`config.mk`:
```
export PLATFORM = sky130hd
export DESIGN_NAME = inpinf_mc
export DESIGN_NICKNAME = d
export VERILOG_FILES = /design/src/rtl/inpinf_mc.sv
export SDC_FILE = /design/constraint.sdc
export NUM_CORES = 1
export LEC_CHECK = 0
export CAP_MARGIN = 30
export CORE_UTILIZATION = 30
export DETAILED_ROUTE_END_ITERATION = 12
export SYNTH_ARGS = -nofsm -noshare
export SYNTH_HDL_FRONTEND = slang
export SYNTH_SLANG_ARGS = --single-unit
```
`constraint.sdc`:
```
create_clock -name clk -period 6 [get_ports clk]
set_input_delay 0.6 -clock clk [delete_from_list [all_inputs] [get_ports clk]]
set_output_delay 0.6 -clock clk [all_outputs]
set_load 0.005 [all_outputs]
```
`src/rtl/inpinf_mc.sv`:
```
// inpinf_mc: frame-gated multi-channel pixel input FIFO with read-side position tracking.
module inpinf_mc #(
    parameter int XB    = 10,
    parameter int YB    = 10,
    parameter int PB    = 8,
    parameter int NCH   = 3,
    parameter int DEPTH = 8,
    parameter int LB    = $clog2(DEPTH + 1)
) (
    input  logic              clk,
    input  logic              rst,
    input  logic [XB-1:0]     cfg_width,
    input  logic [YB-1:0]     cfg_height,
    input  logic              frame_start,
    input  logic [NCH*PB-1:0] px_in_data,
    input  logic              px_in_valid,
    output logic              px_in_ready,
    input  logic              inf_rd,
    output logic              inf_valid,
    output logic [NCH*PB-1:0] inf_data,
    output logic [XB-1:0]     col_count,
    output logic [YB-1:0]     row_count,
    output logic              inc_mem_ptr,
    output logic              eof,
    output logic              busy,
    output logic [LB-1:0]     fifo_level,
    output logic [1:0]        err
);
    localparam int AW = $clog2(DEPTH);
    typedef enum logic [1:0] {IDLE, ACTIVE, DRAIN} state_t;
    state_t            state_q, state_d;
    logic [AW-1:0]     wptr_q, wptr_d, rptr_q, rptr_d;
    logic [LB-1:0]     level_q, level_d;
    logic [XB-1:0]     wcol_q, wcol_d, col_q, col_d, cfg_w_q, cfg_w_d;
    logic [YB-1:0]     wrow_q, wrow_d, row_q, row_d, cfg_h_q, cfg_h_d;
    logic [1:0]        err_q, err_d;
    logic [NCH*PB-1:0] mem_q [DEPTH];
    logic push, pop, start_ok, start_bad, wlast_col, wlast;
    assign px_in_ready = state_q == ACTIVE && level_q != LB'(DEPTH);
    assign inf_valid   = level_q != '0;
    assign inf_data    = inf_valid ? mem_q[rptr_q] : '0;
    assign push        = px_in_valid & px_in_ready;
    assign pop         = inf_rd & inf_valid;
    assign start_ok    = state_q == IDLE && frame_start && cfg_width != '0 && cfg_height != '0;
    assign start_bad   = state_q == IDLE && frame_start && (cfg_width == '0 || cfg_height == '0);
    assign wlast_col   = wcol_q == cfg_w_q - XB'(1);
    assign wlast       = wlast_col && wrow_q == cfg_h_q - YB'(1);
    assign inc_mem_ptr = pop && col_q == cfg_w_q - XB'(1);
    assign eof         = inc_mem_ptr && row_q == cfg_h_q - YB'(1);
    assign col_count   = col_q;
    assign row_count   = row_q;
    assign busy        = state_q != IDLE;
    assign fifo_level  = level_q;
    assign err         = err_q;
    always_comb begin
        state_d = state_q;
        if (start_ok)
            state_d = ACTIVE;
        else if (state_q == ACTIVE && push && wlast)
            state_d = DRAIN;
        else if (state_q == DRAIN && eof)
            state_d = IDLE;
        cfg_w_d = start_ok ? cfg_width : cfg_w_q;
        cfg_h_d = start_ok ? cfg_height : cfg_h_q;
        wcol_d  = start_ok ? '0 : push ? (wlast_col ? '0 : wcol_q + XB'(1)) : wcol_q;
        wrow_d  = start_ok ? '0 : (push && wlast_col) ? (wlast ? '0 : wrow_q + YB'(1)) : wrow_q;
        col_d   = start_ok ? '0 : pop ? (inc_mem_ptr ? '0 : col_q + XB'(1)) : col_q;
        row_d   = start_ok ? '0 : inc_mem_ptr ? (eof ? '0 : row_q + YB'(1)) : row_q;
        wptr_d  = wptr_q + AW'(push);
        rptr_d  = rptr_q + AW'(pop);
        level_d = level_q + LB'(push) - LB'(pop);
        // A pop against an empty FIFO only flags; it never moves any pointer or counter.
        err_d   = (start_ok ? 2'b00 : err_q) | {inf_rd & ~inf_valid, start_bad};
    end
    always_ff @(posedge clk or posedge rst) begin
        if (rst) begin
            state_q <= IDLE;
            wptr_q  <= '0;
            rptr_q  <= '0;
            level_q <= '0;
            wcol_q  <= '0;
            wrow_q  <= '0;
            col_q   <= '0;
            row_q   <= '0;
            cfg_w_q <= '0;
            cfg_h_q <= '0;
            err_q   <= '0;
        end else begin
            state_q <= state_d;
            wptr_q  <= wptr_d;
            rptr_q  <= rptr_d;
            level_q <= level_d;
            wcol_q  <= wcol_d;
            wrow_q  <= wrow_d;
            col_q   <= col_d;
            row_q   <= row_d;
            cfg_w_q <= cfg_w_d;
            cfg_h_q <= cfg_h_d;
            err_q   <= err_d;
        end
    end
    always_ff @(posedge clk) begin
        if (push)
            mem_q[wptr_q] <= px_in_data;
    end
endmodule

```
# Word level (Yosys, flattened, before mapping)
# Memory sizes are Yosys's and may differ from the RTL's.
# Index checks and enable logic that the tools add are counted.
dict set report op_classes {
  n_reduce_logical 25
  n_bitwise 5
  addsub 10
  n_mux 19
  eq_ne 7
}
# cell n
set ops {}
lappend ops {{2-to-1 mux 10 bit} 12}
lappend ops {{adder 10 x 1 -> 10 bit, second input constant} 4}
lappend ops {{equality test 10 bit} 4}
lappend ops {{2-to-1 mux 24 bit} 1}
lappend ops {{logical NOT 10 bit} 2}
lappend ops {{nonzero test 10 bit} 2}
lappend ops {{subtractor 10 x 1 -> 10 bit, second input constant} 2}
lappend ops {{logical AND 1 bit} 12}
lappend ops {{nonzero test 2 bit} 5}
lappend ops {{2-to-1 mux 2 bit} 4}
lappend ops {{adder 3 x 1 -> 3 bit} 2}
lappend ops {{adder 4 x 1 -> 4 bit} 1}
lappend ops {{!= test 4 bit, second input constant} 1}
lappend ops {{nonzero test 4 bit} 1}
lappend ops {{subtractor 4 x 1 -> 4 bit} 1}
lappend ops {{AND 1 bit} 3}
lappend ops {{nonzero test 3 bit} 1}
lappend ops {{equality test 2 x 1 -> 1 bit, second input constant} 1}
lappend ops {{equality test 2 bit, second input constant} 1}
lappend ops {{logical NOT 2 bit} 1}
lappend ops {{2-to-1 mux 1 bit} 2}
lappend ops {{bitwise OR 2 bit} 1}
lappend ops {{logical OR 1 bit} 1}
lappend ops {{NOT 1 bit} 1}
dict set report word_totals {
  mem_bits_rw 192
  mem_count 1
  wordCells 78
  regBits 74
  output_inout_bits 55
  in_bits 49
}
# name depth word_bits rd rd_clocked_by_memory_dff wr line_no
set memory_table {}
lappend memory_table {mem_q 8 24 1 0 1 37} ;# logic [NCH*PB-1:0] mem_q [DEPTH];

# Logic depth before layout (Yosys ltp)
dict set report logic_depth {
  ltp_word 8
  mapped_depth 13
  depth_no_buf 12
}

# Worst setup path before layout
# Ideal clock, no wire load.
dict set report synth_timing {
  path_kind {reg-to-reg}
  from {register level_q[2], in the netlist fifo_level[2]}
  to {memory mem_q[2][0] (netlist bit) (enable)}
  path_buffers 0
  setup_slack_ns 1.931
  stages_incl_launch_ff 6
  synth_period_minus_slack_ns 4.069
  t_arrival_ns 3.594
  setup_time_ns 0.474
  cell_sequence {dfrtp_1 > inv_1 > ha_1 > a21oi_1 > nand2_1 > nor4b_1}
}
dict set report synth_via {
  elab_chain_len 5
}
# item line_no
set synth_rtl {}
lappend synth_rtl {{from (decl)} 33} ;# logic [LB-1:0] level_q, level_d;
lappend synth_rtl {{from (signal assigned)} 92} ;# level_q <= level_d;
lappend synth_rtl {{!= test 4 bit} 39} ;# assign px_in_ready = state_q == ACTIVE && level_q != LB'(DEPTH);
lappend synth_rtl {{logical AND 1 bit} 39}
lappend synth_rtl {{via px_in_ready} 17} ;# output logic px_in_ready,
lappend synth_rtl {{AND 1 bit} 42} ;# assign push = px_in_valid & px_in_ready;
lappend synth_rtl {{2-to-1 mux 1 bit} 103} ;# if (push)
lappend synth_rtl {{2-to-1 mux 1 bit (implied by the code)} 104} ;# mem_q[wptr_q] <= px_in_data;
lappend synth_rtl {{to (decl)} 37}
# The timed path passes the listed nets, and every way through them passes these cells.

# Final worst setup path
dict set report layout_timing {
  from {register cfg_w_q[0]}
  to {output port inc_mem_ptr}
}
dict set report layout_via {
  elab_chain_len 3
}
# item line_no
set layout_rtl {}
lappend layout_rtl {{from (decl)} 34} ;# logic [XB-1:0] wcol_q, wcol_d, col_q, col_d, cfg_w_q, cfg_w_d;
lappend layout_rtl {{from (signal assigned)} 97} ;# cfg_w_q <= cfg_w_d;
lappend layout_rtl {{subtractor 10 x 1 -> 10 bit} 48} ;# assign inc_mem_ptr = pop && col_q == cfg_w_q - XB'(1);
lappend layout_rtl {{equality test 10 bit} 48}
lappend layout_rtl {{logical AND 1 bit} 48}
lappend layout_rtl {{to (decl)} 23} ;# output logic inc_mem_ptr,
# No other way between the ends.

==> flow_summary.yaml <==
finish:
  fin_nets: 1080
  post_route_cells_drive_above_1_share_pct: 13.2
  seq_area_um2: 7620
  fillers: 3857
  syn2layout_area_growth_pct: 20.9
  diodes: 0
  multi_input_area_um2: 4500
power_and_ir_drop:
  p_leak_nw: 5.35
  max-vdd-ir-drop_mv: 0.228
  p_per_area_nw_per_um2: 441
synthesis:
  syn_area_um2: 12400
  syn_avg_cell_area_um2: 13.5
  ys_warn_count: 0
  ys.flop_type: "edfxtp_1"
  synth_commonest_cells: "192 x edfxtp_1, 94 x nand2_1, 74 x dfrtp_1, 63 x nor2_1, 48 x mux4_2"
  synth_compound_area_share_pct: 6.45
  ys_types: 69
  synth_fp_nets: 987
  synthMuxAreaShare_pct: 10.8
  synth_edf_count: 192
  synth_top_area_share_pct: 46.5
  synth_top_cell_by_area: "edfxtp_1"
  synth-simple-area-share_pct: 12.7
  syn_inst: 921
  synth_top_family_by_area: "simple AND/OR/NAND/NOR gates"
  synthXorXnorAreaFrac_pct: 4.11
  synth_adder_area_share_pct: 1.86
  synthArstFlopShare_pct: 27.8
  ys_ff_latch: 266
  ys_seq_area_share_pct: 61.4
  synth_most_common_cell: "edfxtp_1"
  ys_top_cells_by_area: "edfxtp_1 46%, dfrtp_1 15%, mux4_2 8.7%"
placement:
  gp_routability_congestion: 0.874
  place_worst_setup_slack_ns: 2.14
  portBuffers: 103
  dpl.hpwl_um: 18500
grt:
  grt_max_degree: 55
  grt-busiest-layer: "met2"
  grt.met3_usage_pct: 1.88
  grt_pass1_wl_um: 45300
  grt_use_total_pct: 14.0
  use_met2_pct: 23.7
  grt_pass1_vias: 7786
  antenna_found_initial: 1
  grt_overflow: 0
  use_met1_pct: 18.3
worst_setup_path:
  critPathTopFamily: "simple AND/OR/NAND/NOR gates"
  crit_arrival_ns: 3.88
  crit_top_cell: "inv_1"
  required_ns: 5.40
  path_cells: "inv_1 -> ha_1 -> or4b_1 -> nor2_1 -> xnor2_1 -> and4_1 -> nand3_2 -> inv_1 -> clkdlybuf4s50_1"
  crit_buf_inv: 3
  crit_fanout: 16
  startpoint_type: "register"
  endpoint_kind: "primary output"
  critPathMaxStageDelay_ns: 0.59
  critical-path-slowest-cell: "or4b_1"
  crit_type: "register to primary output"
sta:
  period_minus_slack_ns: 4.48
  hold_viol: 0
  fmax_mhz: 223
  rsz0062_at_grt: "false"
  post-route-period-util_pct: 74.7
  tns_ns: 0
  setup_violations: 0
  setup_ws_ns: 1.52
  slew_violations: 0
  slew_headroom_pct: 46.8
  skew_ns: 0.00914
  tightest_slew_ns: 0.791
floorplanning:
  initial_utilization_pct: 30.4
  die_area_um2: 42100
  coreArea_um2: 40800
  die_w_um: 205
  fp-row-count: 74
  fp.dieH_um: 205
  ios: 104
worst_hold_path:
  hp-class: "primary input to async pin"
outcome:
  status: "finished clean"
clocking:
  cts_sinks: 266
  cts_tree: "done"
  clock_latency_ns: 0.56
  post_cts.repair.setup_buffers: 0
  numCtsBuffers: 27
  cts_hold_buf: 0
  cts_root_buf: "clkbuf_16"
  path_clk_slew_ns: 0.07
  ctsLongestPathBuffers: 3
  cts_resized: 0
  htree_levels: 1
job:
  drv_cap: 0
detailed_routing:
  vias: 7813
  drt-initial-drc-count: 590
  wl_per_cell_um: 18.6
  postRouteWirelength_um: 29200
  vias_per_cell: 4.99
  dr.pass1.iters: 5
  drc_errors: 0
  ant_nets: 0
## worst paths after layout
path | end | from | depth (start not counted) | slack (ns)
worst min-delay path | fifo_level[3] | rst | 2 | 0.37
min in group clk | err[0] | err[0] | 2 | 0.51
worst max register to register | wrow_q[3] | cfg_w_q[0] | 9 | 2.76
worst min register to register | err[0] | err[0] | 2 | 0.51
worst max-delay path | inc_mem_ptr | cfg_w_q[0] | 9 | 1.52
max in group asynchronous | rptr_q[0] | rst | 3 | 4.55
## per-layer routing
metal  vias up  part of all wire [%]
met2       153                    50
met5         -                 0.045
li1       3664                     -
met4         2                   2.4
met3        41                   3.8
met1      3953                    44
## kinds of logic after synthesis
kind of cell | count (synthesis)
compound gates | 122
xor+xnor | 55
fa+ha+maj | 18
buf+inv | 77
flops | 266
mux | 74
simple gates | 309
## power by group
group	switching, mW	internal, mW	leakage, nW
Sequential	0.338	2.28	2.67
Combinational	1.05	1.16	2.22
Clock	0.709	1.08	0.464
## through the flow
step	hold WS (ns)	utilization [%]	instances	cell area (um^2)	power (mW)
final	0.374	36.7	1566	15000	6.62
after global routing	0.389	36.7	1566	15000	6.98
after CTS	0.363	36.7	1566	15000	6.71
after detailed placement	0.504	34.4	1517	14000	4.90
after global placement	0.483	34.3	1516	14000	4.84
after floorplan	0.466	-	921	12400	3.97
## registers in the layout (all words and copies together) (netlist names)
name / cells
mem_q: 192
cfg_h_q: 10
cfg_w_q: 10
col_count: 10
row_count: 10
wcol_q: 10
wrow_q: 10
fifo_level: 4
rptr_q: 3
wptr_q: 3
err: 2
state_q: 2
## final cells by class
cell class                      instances  share of cell area [%]
Sequential cell                       266                    50.8
Multi-Input combinational cell        578                    30.0
Timing Repair Buffer                  119                    7.81
Clock buffer                           32                    4.86
Tap cell                              532                    4.44
Clock inverter                         17                    1.49
Inverter                               22                   0.559
## worst reg2reg max path, stage by stage, from the launching register on
cell and delay (ns):
dfrtp_1 0.46, inv_1 0.11, ha_1 0.26, or4b_1 0.59
nor4b_2 0.28, nor3_1 0.09, a22oi_1 0.50, and3_1 0.53
nand3_1 0.14, a31oi_1 0.20
## layout by cell type, fill, tap and decap left out, drive strengths merged, types with 5 or more instances in the layout
cell	count
nand4b	7
ha	16
xor2	20
bufinv	5
buf	16
nor4b	8
and3	11
mux2i	25
nand3	41
xnor2	33
nand2b	9
a21oi	29
nor2	63
nor3	19
clkdlybuf4s50	103
nand4	5
or2	6
mux4	48
clkinv	10
inv	22
dfrtp	74
nor4	16
a22oi	6
a211oi	5
o21ai	32
a31oi	13
nand2	94
edfxtp	192
and2	8
a211o	6
clkbuf	32
or3	9
o211ai	5
(Power assumes the default switching activity.)
